==> src/rtl/sos_sequencer.sv <==
// sos_sequencer: drives the S/O Morse pulse generator through S-O-S words.
// Each letter is issued on func_start and held until the generator's
// func_done pulse. Timed silent gaps go between letters and between
// repeated words. busy and a one-cycle seq_done go to the key/LED logic.
// Optional feature: define SOS_ABORT_EN to add the abort input. Abort lets
// the current letter finish and then ends the sequence early.
module sos_sequencer #(
   parameter logic [15:0] T1MS          = 16'd49_999,
   parameter logic [9:0]  LETTER_GAP_MS = 10'd150,
   parameter logic [9:0]  WORD_GAP_MS   = 10'd700,
   parameter logic [3:0]  REPEAT        = 4'd1
) (
   input  logic       clk,
   input  logic       rst_n,
   input  logic       trig,
   input  logic       func_done,
`ifdef SOS_ABORT_EN
   input  logic       abort,
`endif
   output logic [1:0] func_start,
   output logic       busy,
   output logic       seq_done
);

   typedef enum logic [2:0] {
      IDLE,
      ISSUE,
      WAIT_DONE,
      LGAP,
      WGAP,
      FINISH
   } state_t;

   // A REPEAT of zero still plays one word.
   localparam logic [3:0] REP_LAST = (REPEAT == 4'd0) ? 4'd0 : (REPEAT - 4'd1);

   state_t      state_q, state_d;
   logic [1:0]  func_start_q, func_start_d;
   logic        busy_q, busy_d;
   logic        seq_done_q, seq_done_d;
   logic [1:0]  letter_idx_q, letter_idx_d;
   logic [3:0]  rep_cnt_q, rep_cnt_d;
   logic [15:0] ms_tick_q, ms_tick_d;
   logic [9:0]  ms_cnt_q, ms_cnt_d;
   logic        abort_req_q, abort_req_d;

   logic        abort_in;
   logic        abort_hit;
   logic [9:0]  gap_len;
   logic        gap_last;

`ifdef SOS_ABORT_EN
   assign abort_in = abort;
`else
   assign abort_in = 1'b0;
`endif

   // An abort counts from the cycle it is seen, and also later through the sticky request.
   assign abort_hit = abort_req_q | (abort_in && (state_q != IDLE));

   // Gap length for the current gap state, plus detection of its final cycle.
   always_comb begin
      gap_len  = (state_q == WGAP) ? WORD_GAP_MS : LETTER_GAP_MS;
      gap_last = (gap_len == 10'd0) ||
                 ((ms_tick_q == T1MS) && (ms_cnt_q == (gap_len - 10'd1)));
   end

   // Next-state logic for the sequencer, its counters and its registered outputs.
   always_comb begin
      state_d      = state_q;
      func_start_d = func_start_q;
      busy_d       = busy_q;
      seq_done_d   = 1'b0;
      letter_idx_d = letter_idx_q;
      rep_cnt_d    = rep_cnt_q;
      ms_tick_d    = ms_tick_q;
      ms_cnt_d     = ms_cnt_q;
      abort_req_d  = abort_req_q;

      if (abort_in && (state_q != IDLE) && (state_q != FINISH)) begin
         abort_req_d = 1'b1;
      end

      case (state_q)
         IDLE: begin
            if (trig) begin
               state_d      = ISSUE;
               busy_d       = 1'b1;
               letter_idx_d = 2'd0;
               rep_cnt_d    = 4'd0;
            end
         end

         ISSUE: begin
            if (abort_hit) begin
               state_d = FINISH;
            end else begin
               func_start_d = (letter_idx_q == 2'd1) ? 2'b01 : 2'b10;
               state_d      = WAIT_DONE;
            end
         end

         WAIT_DONE: begin
            if (func_done) begin
               func_start_d = 2'b00;
               ms_tick_d    = 16'd0;
               ms_cnt_d     = 10'd0;
               if (abort_hit) begin
                  state_d = FINISH;
               end else if (letter_idx_q < 2'd2) begin
                  letter_idx_d = letter_idx_q + 2'd1;
                  state_d      = LGAP;
               end else if (rep_cnt_q < REP_LAST) begin
                  letter_idx_d = 2'd0;
                  rep_cnt_d    = rep_cnt_q + 4'd1;
                  state_d      = WGAP;
               end else begin
                  state_d = FINISH;
               end
            end
         end

         LGAP, WGAP: begin
            func_start_d = 2'b00;
            if (abort_hit) begin
               state_d = FINISH;
            end else if (gap_last) begin
               ms_tick_d = 16'd0;
               ms_cnt_d  = 10'd0;
               state_d   = ISSUE;
            end else if (ms_tick_q == T1MS) begin
               ms_tick_d = 16'd0;
               ms_cnt_d  = ms_cnt_q + 10'd1;
            end else begin
               ms_tick_d = ms_tick_q + 16'd1;
            end
         end

         FINISH: begin
            func_start_d = 2'b00;
            seq_done_d   = 1'b1;
            busy_d       = 1'b0;
            letter_idx_d = 2'd0;
            rep_cnt_d    = 4'd0;
            ms_tick_d    = 16'd0;
            ms_cnt_d     = 10'd0;
            abort_req_d  = 1'b0;
            state_d      = IDLE;
         end

         default: begin
            state_d = IDLE;
         end
      endcase
   end

   // State and output registers. Reset drops func_start at once.
   always_ff @(posedge clk or negedge rst_n) begin
      if (!rst_n) begin
         state_q      <= IDLE;
         func_start_q <= 2'b00;
         busy_q       <= 1'b0;
         seq_done_q   <= 1'b0;
         letter_idx_q <= 2'd0;
         rep_cnt_q    <= 4'd0;
         ms_tick_q    <= 16'd0;
         ms_cnt_q     <= 10'd0;
         abort_req_q  <= 1'b0;
      end else begin
         state_q      <= state_d;
         func_start_q <= func_start_d;
         busy_q       <= busy_d;
         seq_done_q   <= seq_done_d;
         letter_idx_q <= letter_idx_d;
         rep_cnt_q    <= rep_cnt_d;
         ms_tick_q    <= ms_tick_d;
         ms_cnt_q     <= ms_cnt_d;
         abort_req_q  <= abort_req_d;
      end
   end

   assign func_start = func_start_q;
   assign busy       = busy_q;
   assign seq_done   = seq_done_q;

endmodule

==> config.mk <==
export PLATFORM = sky130hd
export DESIGN_NAME = sos_sequencer
export DESIGN_NICKNAME = d
export VERILOG_FILES = /design/src/rtl/sos_sequencer.sv
export SDC_FILE = /design/constraint.sdc
export NUM_CORES = 1
export LEC_CHECK = 0
export ABC_AREA = 1
export ABC_CLOCK_PERIOD_IN_PS = 1600
export CORE_MARGIN = 10
export CORE_UTILIZATION = 40
export CTS_BUF_LIST = sky130_fd_sc_hd__clkbuf_16
export CTS_CLUSTER_SIZE = 16
export DETAILED_ROUTE_END_ITERATION = 8
export PLACE_DENSITY = 0.59
export SYNTH_ARGS = -nofsm -noshare
export SYNTH_HDL_FRONTEND = slang
export SYNTH_SLANG_ARGS = --single-unit
==> constraint.sdc <==
create_clock -name clk -period 1.6 [get_ports clk]
set_input_delay 0.48 -clock clk [delete_from_list [all_inputs] [get_ports clk]]
set_output_delay 0.48 -clock clk [all_outputs]
set_load 0.1 [all_outputs]
Word level (Yosys, flattened, before mapping)
Index checks and enable logic that the tools add are counted. W data, S select, Z words.

Bits in registers: 39. Input bits: 4. Word-level logic and storage cells: 78.

Add/subtract/negate cells: 5. Order comparisons: 2. Equal/unequal tests: 15. Muxes and demuxes: 31. Reductions and logical operators: 17.

Operators with widths (number): $mux W16 (3); $pmux W16 S3 (1); $mux W10 (4); $pmux W10 S3 (1); $add A16 B1 Y16 const B (1); $eq A16 B16 Y1 const B (1); $mux W4 (4); $mux W2 (6); $mux W3 (4); $pmux W2 S3 (2); $pmux W3 S4 (1); $pmux W4 S3 (1); $add A10 B1 Y10 const B (1); $eq A10 B10 Y1 (1); $logic_not A10 Y1 (1); $ne A2 B2 Y1 const B (5); $sub A10 B1 Y10 const B (1); $reduce_bool A3 Y1 (3); $eq A3 B2 Y1 const B (2); $eq A3 B3 Y1 const B (2); $ne A3 B3 Y1 const B (2); $reduce_and A2 Y1 (3); $reduce_and A3 Y1 (2); $reduce_and A5 Y1 (1); 15 further kinds (17).

Depth between registers and ports, before layout
Word-level depth: 8. Mapped depth: 12. Gate-level depth less buffers: 12.

Least setup slack after synthesis
No wires, ideal clock.

Path kind: register to register. Start: register ms_tick_q[1]. End: register ms_cnt_q[9]. Setup time: 0.115 ns. Data arrival time: 1.369 ns. Data required time: 1.485 ns. Path slack: 0.116 ns. Cell stages (with the launch flop): 13. Buffers on the path: 0. Period minus slack after synthesis: 1.484 ns. Cell sequence: dfrtp_1 > ha_1 > nand2_2 > inv_2 > nand2_2 > nor2_4 > nand2_4 > nor2_1 > nand2_1 > nand2_4 > nand2_2 > inv_2 > nor2_1.

Longest elaborated chain between the ends: 5. Elaborated cells between the ends (all ways): 7. Those cells by class: eq/ne (2); mux (2); reduce/logical (3).

Ends and longest elaborated chain: start, declared (line 43) `logic [15:0] ms_tick_q, ms_tick_d;`; start signal, assigned (line 176) `ms_tick_q <= ms_tick_d;`; $eq A16 B16 Y1 (*) (line 65, 131); $logic_and A1 B1 Y1 (line 65) `((ms_tick_q == T1MS) && (ms_cnt_q == (gap_len - 10'd1)));`; $logic_or A1 B1 Y1 (line 64) `gap_last = (gap_len == 10'd0) ||`; $ne A3 B3 Y1 (no source line) or $mux W10 (tied branches); $reduce_and A3 Y1 (no source line) or $pmux W10 S3 (tied branches); end signal, assigned (line 177) `ms_cnt_q <= ms_cnt_d;`; end, declared (line 44) `logic [9:0] ms_cnt_q, ms_cnt_d;`.

Mark *: on every way between the ends. The rest lies on a longest branch, timed or not. A chain may end at the register's enable or synchronous reset.

Worst setup path in the final report
Start: register ms_tick_q[1]. End: register ms_cnt_q[5].

The elaborated chain is that of the path after synthesis.

==> qor.yml <==
clock_network:
  clock-root-buffer: "sky130_fd_sc_hd__clkbuf_16"
  cts_buffers: 5
  cts.sinks: 35
  cts_buffer_depth: 2
  htreeDepth: 2
  clk_latency_ns: 0.28
  clk_pin_slew_ns: 0.06
  cts_hold_buf: 0
  cts_tree: "yes"
floorplan:
  starting_utilization_of_the_core_area_pct: 42.0
  core_area_um2: 5200
  die_h_um: 94.0
  io-pin-count: 8
  core.rowCount: 26
  die_area_um2: 8830
  die_x_um: 94.0
cells_and_area:
  num-nets-final: 340
  area.growth.synth_to_final_pct: 31.8
  post_route_cells_drive_above_1_share_pct: 27.5
  diodes: 0
logic_synthesis:
  yosys_register_bits: 35
  post_synth_num_cell_types: 33
  synthCells: 288
  asyncSetResetFlopFracSynth_pct: 100
  synth_enable_flop_cells: 0
  synth.cell_area_um2: 2190
  mappedNetlistNets: 295
  yosys_warnings: 0
  dominantRegCellSynth: "sky130_fd_sc_hd__dfrtp_1"
  synth_seq_area_share_pct: 40.0
  syn-mean-instance-area_um2: 7.60
setup_path:
  cp-end-kind: "register"
  cp.required_ns: 1.78
  start_kind: "register"
  cpLargestDelayFamily: "simple AND/OR/NAND/NOR gates"
  critical_path.max_stage_delay_ns: 0.35
  worst_r2r_endpoint: "ms_cnt_q[5]"
  path_class: "register to register"
  slowest_stage: "sky130_fd_sc_hd__dfrtp_1"
  timing.critical_path.cells: "ha_2, nand2_2, inv_2, nand2_2, nor2_4, nand2_4, a21oi_4, buf_12, nand2_4, nand2_1, nor2_2"
  worst-path-max-fanout: 9
  worstRegToRegCells: 11
  reg2reg_slack_ns: 0.05
  worst_path_arrival_ns: 1.73
  worst_r2r_startpoint: "ms_tick_q[1]"
  critical_path.n_buffers_inverters: 2
drt:
  first_iter_violations: 69
  num_vias: 2009
  totalWireLength_mm: 5.21
  detail_route.drc_violations: 0
  drt_pass1_iterations: 4
  viasPerCell: 4.97
  antenna_violating_nets_post_route: 0
  avgRoutedWirePerCell_um: 12.9
pwr:
  power.static_leakage_nw: 1.26
  power.density_nw_per_um2: 1540
  vdd_drop_max_mv: 0.980
grt:
  first_global_vias: 1848
  globalRouteMet1Util_pct: 16.0
  overflow_left_after_global_routing: 0
  grt_resource_usage_total_pct: 12.7
  grt_antenna_before_repair: 0
  grt_pass1_wl_mm: 8.89
  maximum_number_of_pins_on_one_net_before_global_route_repair: 22
  most_used_layer_global_route: "met2"
  gr-usage-met2_pct: 19.8
  groute.layer.met3.usage_pct: 3.44
timing:
  layout_min_cycle_time_ns: 1.55
  slew_viol_final: 0
  finalHoldWorstSlack_ns: 0.123
  max-slew-margin-rel_pct: 72.6
  rsz0062_at_grt: "yes"
  layout_worst_path_cycle_share_pct: 96.8
  setup_tns_ns: 0
  timing.fmax_mhz: 646
  final-hold-violation-count: 0
  tightestPinTransition_ns: 0.411
  worst_clock_skew_ns: 0.00527
  final-setup-viol-count: 0
worst_hold_path:
  hold_class: "input port to asynchronous set/reset pin"
placed_design:
  place.detailed.hpwl_mm: 3.92
  port-buffer-count: 7
  global_placement_routability_congestion: 0.910
job:
  max_cap_viol_count: 0
status:
  outcome: "completed"
-- per-stage QoR --
stage | utilization [%] | area, µm² | total power, mW | std cells | setup slack (ns)
after floorplan | - | 2190 | 2.49 | 288 | 0.116
after global placement | 49.5 | 2580 | 3.12 | 388 | -0.242
after detailed placement | 49.5 | 2580 | 3.14 | 388 | -0.275
after CTS | 53.3 | 2770 | 4.32 | 399 | 0.00394
after global routing | 55.4 | 2880 | 4.72 | 404 | -0.0293
final | 55.4 | 2880 | 4.45 | 404 | 0.0514
-- registers in the layout, summed over array words and instances (netlist names) --
register,cells
busy,1
letter_idx_q,2
ms_tick_q,16
func_start,2
seq_done,1
ms_cnt_q,10
state_q,3
-- final cells by class --
class                      instances  area [µm²]
multi-input combinational        211        1190
inverter                          38         150
clock buffer                       5         125
fill                             501        2320
timing repair buffer              42         409
sequential                        35         878
tap                               70        87.6
clock inverter                     3        43.8
-- cell usage in the layout, fill, tap and decap left out, types with 2 or more instances in the layout --
| cell | netlist | final |
|---|---|---|
| sky130_fd_sc_hd__o22ai_1 | 2 | 2 |
| sky130_fd_sc_hd__nor2_2 | 2 | 5 |
| sky130_fd_sc_hd__nand2_4 | 3 | 6 |
| sky130_fd_sc_hd__dfrtp_1 | 35 | 33 |
| sky130_fd_sc_hd__o21ai_0 | 12 | 10 |
| sky130_fd_sc_hd__ha_1 | 3 | 2 |
| sky130_fd_sc_hd__inv_2 | 6 | 5 |
| sky130_fd_sc_hd__nor3_2 | 1 | 4 |
| sky130_fd_sc_hd__nand3_2 | 1 | 3 |
| sky130_fd_sc_hd__dfrtp_2 | 0 | 2 |
| sky130_fd_sc_hd__nand2_2 | 6 | 4 |
| sky130_fd_sc_hd__nand3_1 | 24 | 22 |
| sky130_fd_sc_hd__buf_4 | 0 | 31 |
| sky130_fd_sc_hd__nor2_1 | 39 | 35 |
| sky130_fd_sc_hd__nand2_1 | 62 | 61 |
| sky130_fd_sc_hd__inv_1 | 31 | 31 |
| sky130_fd_sc_hd__nand4_1 | 15 | 15 |
| sky130_fd_sc_hd__nand2_8 | 2 | 2 |
| sky130_fd_sc_hd__o21ai_2 | 2 | 2 |
| sky130_fd_sc_hd__nor2_4 | 2 | 3 |
| sky130_fd_sc_hd__nor3_1 | 10 | 7 |
| sky130_fd_sc_hd__a21oi_1 | 8 | 6 |
| sky130_fd_sc_hd__buf_12 | 0 | 7 |
| sky130_fd_sc_hd__xor2_1 | 2 | 2 |
| sky130_fd_sc_hd__o21ai_1 | 5 | 7 |
| sky130_fd_sc_hd__a21oi_2 | 0 | 2 |
| sky130_fd_sc_hd__clkbuf_16 | 0 | 5 |
| sky130_fd_sc_hd__o31ai_1 | 2 | 2 |
| sky130_fd_sc_hd__clkdlybuf4s50_1 | 0 | 2 |
-- worst register-to-register path, stage by stage (launching register included) --
cell	delay, ns
sky130_fd_sc_hd__dfrtp_1	0.35
sky130_fd_sc_hd__ha_2	0.19
sky130_fd_sc_hd__nand2_2	0.07
sky130_fd_sc_hd__inv_2	0.07
sky130_fd_sc_hd__nand2_2	0.05
sky130_fd_sc_hd__nor2_4	0.09
sky130_fd_sc_hd__nand2_4	0.12
sky130_fd_sc_hd__a21oi_4	0.18
sky130_fd_sc_hd__buf_12	0.15
sky130_fd_sc_hd__nand2_4	0.07
sky130_fd_sc_hd__nand2_1	0.08
sky130_fd_sc_hd__nor2_2	0.03
-- what timing repair did --
action                     CTS  global route
resized for setup            2            22
setup endpoints to repair    8            24
setup buffers                3             5
hold endpoints to repair     0             0
pin swaps                    3             5
-- cell usage after synthesis (3+ instances only) --
cell | number | area [µm²]
sky130_fd_sc_hd__inv_2 | 6 | 22.5
sky130_fd_sc_hd__nand2_2 | 6 | 37.5
sky130_fd_sc_hd__nand3_1 | 24 | 120
sky130_fd_sc_hd__nor2_1 | 39 | 146
sky130_fd_sc_hd__nand4_1 | 15 | 93.8
sky130_fd_sc_hd__o21ai_1 | 5 | 25.0
sky130_fd_sc_hd__a21oi_1 | 8 | 40.0
sky130_fd_sc_hd__o21ai_0 | 12 | 60.1
sky130_fd_sc_hd__nand2_4 | 3 | 33.8
sky130_fd_sc_hd__dfrtp_1 | 35 | 876
sky130_fd_sc_hd__ha_1 | 3 | 37.5
sky130_fd_sc_hd__nor3_1 | 10 | 50.1
sky130_fd_sc_hd__buf_6 | 4 | 45.0
sky130_fd_sc_hd__nand2_1 | 62 | 233
sky130_fd_sc_hd__inv_1 | 31 | 116
-- kinds of logic after synthesis --
| logic type | Yosys count | synth area share, % |
|---|---|---|
| adder cells (fa/ha/maj) | 3 | 1.72 |
| buffers and inverters | 42 | 8.69 |
| AND/OR/NAND/NOR | 170 | 37.9 |
| XOR/XNOR | 2 | 0.801 |
| AO/OA/AOI/OAI | 36 | 10.9 |
| flip-flops | 35 | 40.0 |
-- where the power goes --
group | leakage (nW) | internal, mW | switching (mW) | total, mW
logic | 0.711 | 0.899 | 1.27 | 2.17
registers | 0.470 | 1.02 | 0.141 | 1.16
clock network | 0.0838 | 0.734 | 0.389 | 1.12
-- worst max-delay path by stage --
stage | startpoint | end | slack (ns) | cells past startpoint
2_1_floorplan | ms_tick_q[1] | ms_cnt_q[9] | 0.12 | 12
3_3_place_gp | func_done | ms_tick_q[11] | -0.24 | 9
3_5_place_dp | func_done | ms_tick_q[10] | -0.27 | 8
4_1_cts | ms_tick_q[1] | ms_cnt_q[4] | 0.004 | 12
5_1_grt | state_q[0] | letter_idx_q[1] | -0.03 | 9
6_report | ms_tick_q[1] | ms_cnt_q[5] | 0.05 | 11
-- layer usage --
layer / up-vias / part of all wire [%]
li1: 1044 / -
met3: 7 / 3.2
met1: 933 / 48
met4: 0 / 1.6
met2: 25 / 47
met5: - / 0
Note: power is estimated with default switching activity, not from simulation.
